==> src/rtl/serial_rxtx_fifo_pkg.sv <==
// Shared encodings and divider math for the serial echo/control block.
package serial_pkg;

  typedef enum logic [1:0] {
    MODE_RAW  = 2'd0,
    MODE_INC  = 2'd1,
    MODE_INV  = 2'd2,
    MODE_NONE = 2'd3
  } mode_e;

  typedef enum logic [1:0] {RX_IDLE, RX_START, RX_DATA, RX_STOP} rx_state_e;
  typedef enum logic [1:0] {TX_IDLE, TX_START, TX_DATA, TX_STOP} tx_state_e;

  // Rounded integer division used for both baud dividers.
  function automatic int divRound(input int num, input int den);
    return (num + den / 2) / den;
  endfunction

endpackage

==> src/rtl/serial_rxtx_fifo_fifo.sv <==
// Small synchronous byte FIFO; push on full is accepted only alongside a pop.
module serial_byte_fifo #(
  parameter int WIDTH = 8,
  parameter int DEPTH = 4,
  localparam int AW = $clog2(DEPTH),
  localparam int LW = AW + 1
) (
  input  logic             clk,
  input  logic             rst_n,
  input  logic             push,
  input  logic             pop,
  input  logic [WIDTH-1:0] din,
  output logic [WIDTH-1:0] dout,
  output logic             full,
  output logic             empty,
  output logic [LW-1:0]    level
);

  logic [WIDTH-1:0] mem [DEPTH];
  logic [AW-1:0]    wrPtr, rdPtr;
  logic             doPush, doPop;

  assign full   = (level == LW'(DEPTH));
  assign empty  = (level == '0);
  assign doPop  = pop && !empty;
  assign doPush = push && (!full || doPop);
  assign dout   = mem[rdPtr];

  always_ff @(posedge clk or negedge rst_n) begin
    if (!rst_n) begin
      wrPtr <= '0;
      rdPtr <= '0;
      level <= '0;
    end else begin
      if (doPush) wrPtr <= wrPtr + 1'b1;
      if (doPop)  rdPtr <= rdPtr + 1'b1;
      if (doPush && !doPop)      level <= level + 1'b1;
      else if (doPop && !doPush) level <= level - 1'b1;
    end
  end

  always_ff @(posedge clk) begin
    if (doPush) mem[wrPtr] <= din;
  end

endmodule

==> src/rtl/serial_rxtx_fifo.sv <==
// Oversampling UART RX -> transform -> byte FIFO -> UART TX, with sticky error flags.
module serial_rxtx_fifo import serial_pkg::*; #(
  parameter int CLK_FREQ   = 24000000,
  parameter int BAUD       = 115200,
  parameter int OVERSAMPLE = 16,
  parameter int DATA_BITS  = 8,
  parameter int FIFO_DEPTH = 4,
  parameter int INC        = 1,
  parameter int LED_W      = 2
) (
  input  logic                        clk,
  input  logic                        rst_n,
  input  logic                        rxd,
  output logic                        txd,
  input  logic [1:0]                  mode,
  input  logic                        tx_en,
  input  logic                        err_clr,
  output logic [LED_W-1:0]            led,
  output logic                        rx_frame_err,
  output logic                        fifo_overflow,
  output logic                        tx_busy,
  output logic [$clog2(FIFO_DEPTH):0] fifo_level
);

  localparam int RX_DIV = divRound(CLK_FREQ, BAUD * OVERSAMPLE);
  localparam int TX_DIV = divRound(CLK_FREQ, BAUD);
  localparam int RXW = $clog2(RX_DIV + 1);
  localparam int TXW = $clog2(TX_DIV + 1);
  localparam int OSW = $clog2(OVERSAMPLE + 1);
  localparam int BW  = $clog2(DATA_BITS + 1);

  // RX front end
  logic [1:0]     rxSync;
  logic           rxS, rxTick;
  logic [RXW-1:0] rxDivCnt;

  assign rxS    = rxSync[1];
  assign rxTick = (rxDivCnt == RXW'(RX_DIV - 1));

  always_ff @(posedge clk or negedge rst_n) begin
    if (!rst_n) begin
      rxSync   <= 2'b11;
      rxDivCnt <= '0;
    end else begin
      rxSync   <= {rxSync[0], rxd};
      rxDivCnt <= rxTick ? '0 : rxDivCnt + 1'b1;
    end
  end

  rx_state_e            rxState;
  logic [OSW-1:0]       rxSmp;
  logic [BW-1:0]        rxBit;
  logic [DATA_BITS-1:0] rxShift;
  logic                 rxValid, rxWaitHigh, rxErrEvt;

  assign rxErrEvt = rxTick && (rxState == RX_STOP) &&
                    (rxSmp == OSW'(OVERSAMPLE - 1)) && !rxS;

  always_ff @(posedge clk or negedge rst_n) begin
    if (!rst_n) begin
      rxState    <= RX_IDLE;
      rxSmp      <= '0;
      rxBit      <= '0;
      rxShift    <= '0;
      rxValid    <= 1'b0;
      rxWaitHigh <= 1'b0;
    end else begin
      rxValid <= 1'b0;
      if (rxTick) begin
        unique case (rxState)
          RX_IDLE: begin
            rxSmp <= '0;
            // After a framing error the line must go idle before a new start bit counts.
            if (rxWaitHigh) rxWaitHigh <= !rxS;
            else if (!rxS)  rxState    <= RX_START;
          end
          RX_START: begin
            if (rxSmp == OSW'(OVERSAMPLE / 2 - 1)) begin
              rxSmp   <= '0;
              rxBit   <= '0;
              rxState <= rxS ? RX_IDLE : RX_DATA;
            end else rxSmp <= rxSmp + 1'b1;
          end
          RX_DATA: begin
            if (rxSmp == OSW'(OVERSAMPLE - 1)) begin
              rxSmp   <= '0;
              rxShift <= {rxS, rxShift[DATA_BITS-1:1]};
              if (rxBit == BW'(DATA_BITS - 1)) rxState <= RX_STOP;
              else rxBit <= rxBit + 1'b1;
            end else rxSmp <= rxSmp + 1'b1;
          end
          RX_STOP: begin
            if (rxSmp == OSW'(OVERSAMPLE - 1)) begin
              rxSmp      <= '0;
              rxValid    <= rxS;
              rxWaitHigh <= !rxS;
              rxState    <= RX_IDLE;
            end else rxSmp <= rxSmp + 1'b1;
          end
        endcase
      end
    end
  end

  // Transform and FIFO
  logic [DATA_BITS-1:0] xfData, fifoDout;
  logic                 push, pop, fifoFull, fifoEmpty;

  always_comb begin
    xfData = rxShift;
    case (mode_e'(mode))
      MODE_INC: xfData = rxShift + DATA_BITS'(INC);
      MODE_INV: xfData = ~rxShift;
      default:  ;
    endcase
  end

  assign push = rxValid && (mode_e'(mode) != MODE_NONE);

  serial_byte_fifo #(.WIDTH(DATA_BITS), .DEPTH(FIFO_DEPTH)) uFifo (
    .clk   (clk),
    .rst_n (rst_n),
    .push  (push),
    .pop   (pop),
    .din   (xfData),
    .dout  (fifoDout),
    .full  (fifoFull),
    .empty (fifoEmpty),
    .level (fifo_level)
  );

  always_ff @(posedge clk or negedge rst_n) begin
    if (!rst_n) begin
      led           <= '0;
      rx_frame_err  <= 1'b0;
      fifo_overflow <= 1'b0;
    end else begin
      if (rxValid) led <= rxShift[LED_W-1:0];
      if (rxErrEvt)     rx_frame_err <= 1'b1;
      else if (err_clr) rx_frame_err <= 1'b0;
      if (push && fifoFull && !pop) fifo_overflow <= 1'b1;
      else if (err_clr)             fifo_overflow <= 1'b0;
    end
  end

  // TX: txd/tx_busy are registered, so they trail the state by one clk throughout.
  tx_state_e            txState;
  logic [TXW-1:0]       txCnt;
  logic [BW-1:0]        txBit;
  logic [DATA_BITS-1:0] txShift;
  logic                 txBitEnd;

  assign txBitEnd = (txCnt == TXW'(TX_DIV - 1));
  // Popping in the last stop-bit clk lets frames run back to back with no idle bit.
  assign pop = tx_en && !fifoEmpty &&
               ((txState == TX_IDLE) || ((txState == TX_STOP) && txBitEnd));

  always_ff @(posedge clk or negedge rst_n) begin
    if (!rst_n) begin
      txState <= TX_IDLE;
      txCnt   <= '0;
      txBit   <= '0;
      txShift <= '0;
      txd     <= 1'b1;
      tx_busy <= 1'b0;
    end else begin
      txCnt <= txBitEnd ? '0 : txCnt + 1'b1;
      unique case (txState)
        TX_IDLE: begin
          txd     <= 1'b1;
          tx_busy <= 1'b0;
          txCnt   <= '0;
          if (pop) begin
            txShift <= fifoDout;
            txState <= TX_START;
          end
        end
        TX_START: begin
          txd     <= 1'b0;
          tx_busy <= 1'b1;
          if (txBitEnd) begin
            txBit   <= '0;
            txState <= TX_DATA;
          end
        end
        TX_DATA: begin
          txd     <= txShift[0];
          tx_busy <= 1'b1;
          if (txBitEnd) begin
            txShift <= txShift >> 1;
            if (txBit == BW'(DATA_BITS - 1)) txState <= TX_STOP;
            else txBit <= txBit + 1'b1;
          end
        end
        TX_STOP: begin
          txd     <= 1'b1;
          tx_busy <= 1'b1;
          if (txBitEnd) begin
            if (pop) begin
              txShift <= fifoDout;
              txState <= TX_START;
            end else txState <= TX_IDLE;
          end
        end
      endcase
    end
  end

endmodule

==> config.mk <==
export PLATFORM = sky130hd
export DESIGN_NAME = serial_rxtx_fifo
export DESIGN_NICKNAME = d
export VERILOG_FILES = /design/src/rtl/serial_rxtx_fifo_pkg.sv /design/src/rtl/serial_rxtx_fifo_fifo.sv /design/src/rtl/serial_rxtx_fifo.sv
export SDC_FILE = /design/constraint.sdc
export NUM_CORES = 1
export LEC_CHECK = 0
export BUFFER_PORTS_ARGS = -buffer_cell sky130_fd_sc_hd__buf_2
export CAP_MARGIN = 10
export CORE_ASPECT_RATIO = 1.75
export CORE_MARGIN = 2
export CORE_UTILIZATION = 25
export DETAILED_ROUTE_END_ITERATION = 10
export SETUP_SLACK_MARGIN = 0.2
export SYNTH_ARGS = -nofsm -noshare
export SYNTH_HDL_FRONTEND = slang
export SYNTH_SLANG_ARGS = --single-unit
==> constraint.sdc <==
create_clock -name clk -period 3.2 [get_ports clk]
set_clock_uncertainty 0.05 [all_clocks]
set_input_delay 0.48 -clock clk [delete_from_list [all_inputs] [get_ports clk]]
set_output_delay 0.48 -clock clk [all_outputs]
set_load 0.03 [all_outputs]
**Yosys cells after proc, flatten, opt, wreduce, memory -nomap -nowiden**

Memory sizes are Yosys's and may differ from the RTL's.
Cells that the tools add are included.

- Register bits: 62
- Bits in writable memories: 32
- Input port bits: 7
- Output and inout bits: 9
- Logic and storage cells: 151
- Memories kept: 1

Memory list:

| memory | depth | bits a word | read ports | clocked after Yosys merged registers in | write ports | line | RTL |
|---|---|---|---|---|---|---|---|
| uFifo.mem | 4 | 8 | 1 | 0 | 1 | serial_rxtx_fifo_fifo.sv:19 | `logic [WIDTH-1:0] mem [DEPTH];` |

- Add/sub/neg operators: 10
- Equal/unequal tests: 29
- Muxes and demuxes: 49
- Bitwise logic cells: 1
- Reductions and logical operators: 41

Operator list:

| kind | number |
|---|---|
| $mux W8 | 5 |
| $mux W4 | 7 |
| $ne A2 B2 Y1 const B | 13 |
| $mux W2 | 12 |
| $pmux W8 S3 | 1 |
| $add A8 B1 Y8 const B | 2 |
| $pmux W2 S4 | 2 |
| $pmux W4 S2 | 2 |
| $pmux W8 S2 | 1 |
| $pmux W5 S3 | 1 |
| $logic_and A1 B1 Y1 | 13 |
| $add A4 B1 Y4 const B | 3 |
| $reduce_bool A2 Y1 | 6 |
| $mux W1 | 11 |
| $eq A2 B2 Y1 const B | 5 |
| $mux W5 | 2 |
| $reduce_and A5 Y1 | 2 |
| $reduce_and A3 Y1 | 3 |
| $eq A4 B3 Y1 const B | 2 |
| $eq A8 B8 Y1 const B | 1 |
| $not A8 Y8 | 1 |
| $reduce_and A7 Y1 | 1 |
| $eq A2 B1 Y1 const B | 3 |
| $logic_not A1 Y1 | 6 |
| 19 further kinds | 25 |

**Longest topological paths before layout**

- Word-level depth: 11
- Gate-level depth with buffers: 12
- Depth with buffers taken out: 11

**By module**

A second synthesis with hierarchy kept.

- Cells, all modules: 398
- Area, all modules: 4804.6 sq um

By module, submodules not included:

| module | instances | cells an instance | area an instance (sq um) | sequential area each (sq um) |
|---|---|---|---|---|
| serial_rxtx_fifo | 1 | 321 | 3213.1 | 1380.1 |
| serial_byte_fifo | 1 | 77 | 1591.5 | 1136.1 |

**Worst setup path before layout**

No wires, ideal clock.

- Kind: flip-flop to flip-flop
- Start point: register txCnt[0]
- End point: register uFifo.level[2]
- Setup time: 0.081 ns
- Arrival: 2.493 ns
- Data required time: 3.069 ns
- Slack: 0.575 ns
- Cell stages (with the launch flop): 12
- Path buffers: 0
- Period minus slack after synthesis: 2.625 ns
- Cells stage by stage: dfrtp_1 ha_1 and3_1 and3_1 o21ai_2 a311oi_4 ha_1 inv_1 fa_1 xor2_1 nor2_1 xor2_1

- Word-level cells in the longest chain between the ends: 10
- Elaborated cells on any way between the ends: 13
- Classes of those cells: eq/ne (1); mux (1); reduce/logical (11)

Ends and longest elaborated chain:

| element | line | RTL |
|---|---|---|
| start: declaration | serial_rxtx_fifo.sv:148 | `logic [TXW-1:0] txCnt;` |
| start signal: assignment | serial_rxtx_fifo.sv:167 | `txCnt <= txBitEnd ? '0 : txCnt + 1'b1;` |
| $eq A8 B8 Y1 (*) | serial_rxtx_fifo.sv:153 | `assign txBitEnd = (txCnt == TXW'(TX_DIV - 1));` |
| $logic_and A1 B1 Y1 (*) | serial_rxtx_fifo.sv:156 | `((txState == TX_IDLE) \|\| ((txState == TX_STOP) && txBitEnd));` |
| $logic_or A1 B1 Y1 (*) | serial_rxtx_fifo.sv:156 |  |
| $logic_and A1 B1 Y1 (*) | serial_rxtx_fifo.sv:155 | `assign pop = tx_en && !fifoEmpty &&` |
| $logic_and A1 B1 Y1 (*) | serial_rxtx_fifo_fifo.sv:25 | `assign doPop = pop && !empty;` |
| $logic_or A1 B1 Y1 (*) | serial_rxtx_fifo_fifo.sv:26 | `assign doPush = push && (!full \|\| doPop);` |
| $logic_and A1 B1 Y1 (*) | serial_rxtx_fifo_fifo.sv:26 |  |
| net uFifo.doPush | serial_rxtx_fifo_fifo.sv:21 | `logic doPush, doPop;` |
| $logic_not A1 Y1 | serial_rxtx_fifo_fifo.sv:38 | `else if (doPop && !doPush) level <= level - 1'b1;` |
| $logic_and A1 B1 Y1 | serial_rxtx_fifo_fifo.sv:38 |  |
| $reduce_bool A2 Y1 (no source line) | -- |  |
| end signal: assignment | serial_rxtx_fifo_fifo.sv:37 | `if (doPush && !doPop) level <= level + 1'b1;` |
| end signal: assignment | serial_rxtx_fifo_fifo.sv:38 |  |
| end: declaration | serial_rxtx_fifo_fifo.sv:16 | `output logic [LW-1:0] level` |

The timed path passes the listed nets; every way through them passes the cells marked *.
A chain may end at the register's enable or synchronous reset.

**Worst setup path in the final report**

Ends and elaborated chain as after synthesis.

==> flow_summary.yaml <==
layout:
  antenna_cells: 0
  fillCellCount: 1805
  syn_to_final_growth_pct: 14.49
  drive_above_1_share_pct: 19.80
  finalNetCount: 429
  design_area_um2: 5211
timing:
  drv_slew: 0
  setup_viol: 0
  period_needed_ns: 2.759
  setup_ws_ns: 0.4407
  grt_setup_unrepaired: "no"
  slew-limit-headroom_pct: 46.98
  fmax_mhz: 362.4
  timing.final.hold_violations: 0
  fin_hold_ws_ns: 0.1825
  tightest_slew_ns: 0.7954
  setup_tns_ns: 0
  fin_crit_sh_pct: 86.23
detailed_routing:
  drtAntennaViolNets: 0
  vias_per_cell: 4.741
  wl_mm: 8.934
  vias: 3025
  wl_per_cell_um: 14.00
  drtPass1Iterations: 4
  drcViolationCount: 0
  drt_iter0_markers: 146
global_route:
  grt_max_degree: 63
  grt_overflow: 0
  antenna_found_initial: 0
  track_usage_pct: 9.843
  grt_pass1_vias: 3176
  grt_pass1_wl_mm: 15.21
critical_path:
  crit_buf_inv: 1
  start_kind: "flop"
  critical_path_arrival_ns: 2.97
  crit_chain: "ha_1 -> and3_2 -> and3_1 -> o21ai_2 -> a311oi_4 -> ha_1 -> inv_1 -> fa_1 -> xor2_1 -> nor2_1 -> xor2_1"
  worst-path-max-fanout: 6
  slowest_stage: "dfrtp_1"
  max_stage_delay_ns: 0.39
  cp-end-kind: "flop"
  critPathTopFamily: "adder cells"
  required_ns: 3.42
  worstSetupPathType: "flop to flop"
synth:
  ys_top_cells_by_count: "59 x dfrtp_1, 32 x edfxtp_1, 27 x nor2_1"
  synthArstFlopShare_pct: 65.96
  ys_top_cells_by_area: "dfrtp_1 32%, edfxtp_1 21%, ha_1 6.0%"
  seq_area_frac_synth_pct: 55.28
  netlist_area_um2: 4552
  synthCells: 381
  ys.flop_type: "dfrtp_1"
  synth_most_common_cell: "dfrtp_1"
  yosysWarnings: 0
  synth_seq_cells: 94
  synth_area_per_cell_um2: 11.95
  synth_cell_types: 61
  synth_edf_count: 32
  yosysTopAreaCell: "dfrtp_1"
  synth_top_area_share_pct: 32.44
  synth_nets: 411
clock_tree:
  postCtsHoldBufs: 0
  clock_sinks: 94
  cts_buffers: 9
  cts.path.max_buffers: 2
  clk_latency_ns: 0.34
  cts.clk_slew.worst_paths_ns: 0.07
  cts_htree_levels: 3
  cts_root_buf: "clkbuf_16"
  tritoncts: "done"
die:
  die-height_um: 182.5
  ioPinCount: 16
  die_area_um2: 19350
  core_um2: 17970
  fp.dieW_um: 106
  placementRows: 65
  initial_core_util_pct: 25.33
power:
  p_total_mw: 3.421
  p_leak_nw: 2.009
  ir_drop_mv: 0.3197
  power.density_nw_per_um2: 656.4
status:
  status: "completed"
place:
  io_buffers: 15
  dpl_worst_slack_ns: 0.3121
  dpl_cell_area_um2: 4890
  routabilityCongestion: 0.7822
  dp_hpwl_mm: 6.343
min_path:
  hp-class: "input port to flop"
job:
  drv_cap: 0
## state kept, by name (all words and copies together), names as in the netlist, 2 cells and up, named ones only
| register | flops |
|---|---|
| rxSync | 2 |
| uFifo.wrPtr | 2 |
| txCnt | 8 |
| rxSmp | 5 |
| uFifo.rdPtr | 2 |
| rxBit | 4 |
| uFifo.level | 3 |
| led | 2 |
| txBit | 4 |
| txShift | 8 |
| uFifo.mem | 32 |
| rxDivCnt | 4 |
| txState | 2 |
| rxShift | 8 |
## stage by stage
| step | cells | utilization (%) |
|---|---|---|
| global placement | 620 | 27.21 |
| finish | 638 | 28.99 |
| floorplan | 381 | - |
| CTS | 636 | 28.89 |
| global route | 638 | 28.99 |
| detailed placement | 620 | 27.21 |
## repair_timing
action	CTS	global route
endpoints found under the setup margin	0	2
buffers inserted	0	2
resized for setup	0	2
## cell families after synthesis
kind of cell | synth area share [%]
xor gates and xnor gates | 2.116
DFF | 55.28
muxes | 7.229
buffers and inverters | 2.886
AOI/OAI and AO/OA | 13.25
adders and majority gates | 6.487
and+or+nand+nor | 12.75
## cells in the final DEF (no fill, tap or decap), types with 9 or more instances in the layout
cell type / count
dfrtp_1: 59
clkbuf_16: 9
nor3_1: 11
inv_1: 21
edfxtp_1: 32
o31ai_1: 9
nand3_1: 10
nor2_1: 27
nand2_1: 24
buf_2: 15
a21oi_1: 21
ha_1: 21
o21ai_0: 17
mux2_2: 11
## worst register-to-register path, stage by stage, from the launching register on
cell and delay (ns):
dfrtp_1 0.39, ha_1 0.21, and3_2 0.25, and3_1 0.20, o21ai_2 0.08, a311oi_4 0.39, ha_1 0.26, inv_1 0.06
fa_1 0.37, xor2_1 0.17, nor2_1 0.11, xor2_1 0.14
## path summary, 6_finish.rpt
kind,start,end,slack [ns],cells past startpoint
setup / recovery,txCnt[0],uFifo.level[2],0.44,11
hold / removal,rxd,rxSync[0],0.18,1
setup reg to reg,txCnt[0],uFifo.level[2],0.44,11
hold reg to reg,rxSync[0],rxSync[1],0.31,0
max in group asynchronous,rst_n,led[0],2.33,2
min in group asynchronous,rst_n,txCnt[4],0.27,2
## layout make-up
cell class / count / area [um2] / share of cell area (%)
inverters: 21 / 78.83 / 1.513
clock buffers: 9 / 225.2 / 4.322
flip-flops and latches: 94 / 2516 / 48.28
well taps: 234 / 292.8 / 5.618
clock inverters: 7 / 77.57 / 1.489
multi-input cells: 253 / 1908 / 36.61
repair buffers: 20 / 112.6 / 2.161
## power breakdown
group	switching, mW	total, mW	internal (mW)
Clock	0.471	1.09	0.614
Combinational	0.407	0.770	0.363
Sequential	0.180	1.57	1.39
Total	1.06	3.42	2.36
## routing by layer
| metal | share of wire, % | GRT usage, % | vias to the layer above |
|---|---|---|---|
| li1 | - | - | 1445 |
| met3 | 3.1 | 2.250 | 10 |
| met1 | 41 | 10.80 | 1524 |
| met2 | 54 | 18.01 | 46 |
| met4 | 1.8 | 4.105 | 0 |
| met5 | 0 | 0 | - |
Note: power is estimated with default switching activity, not from simulation.
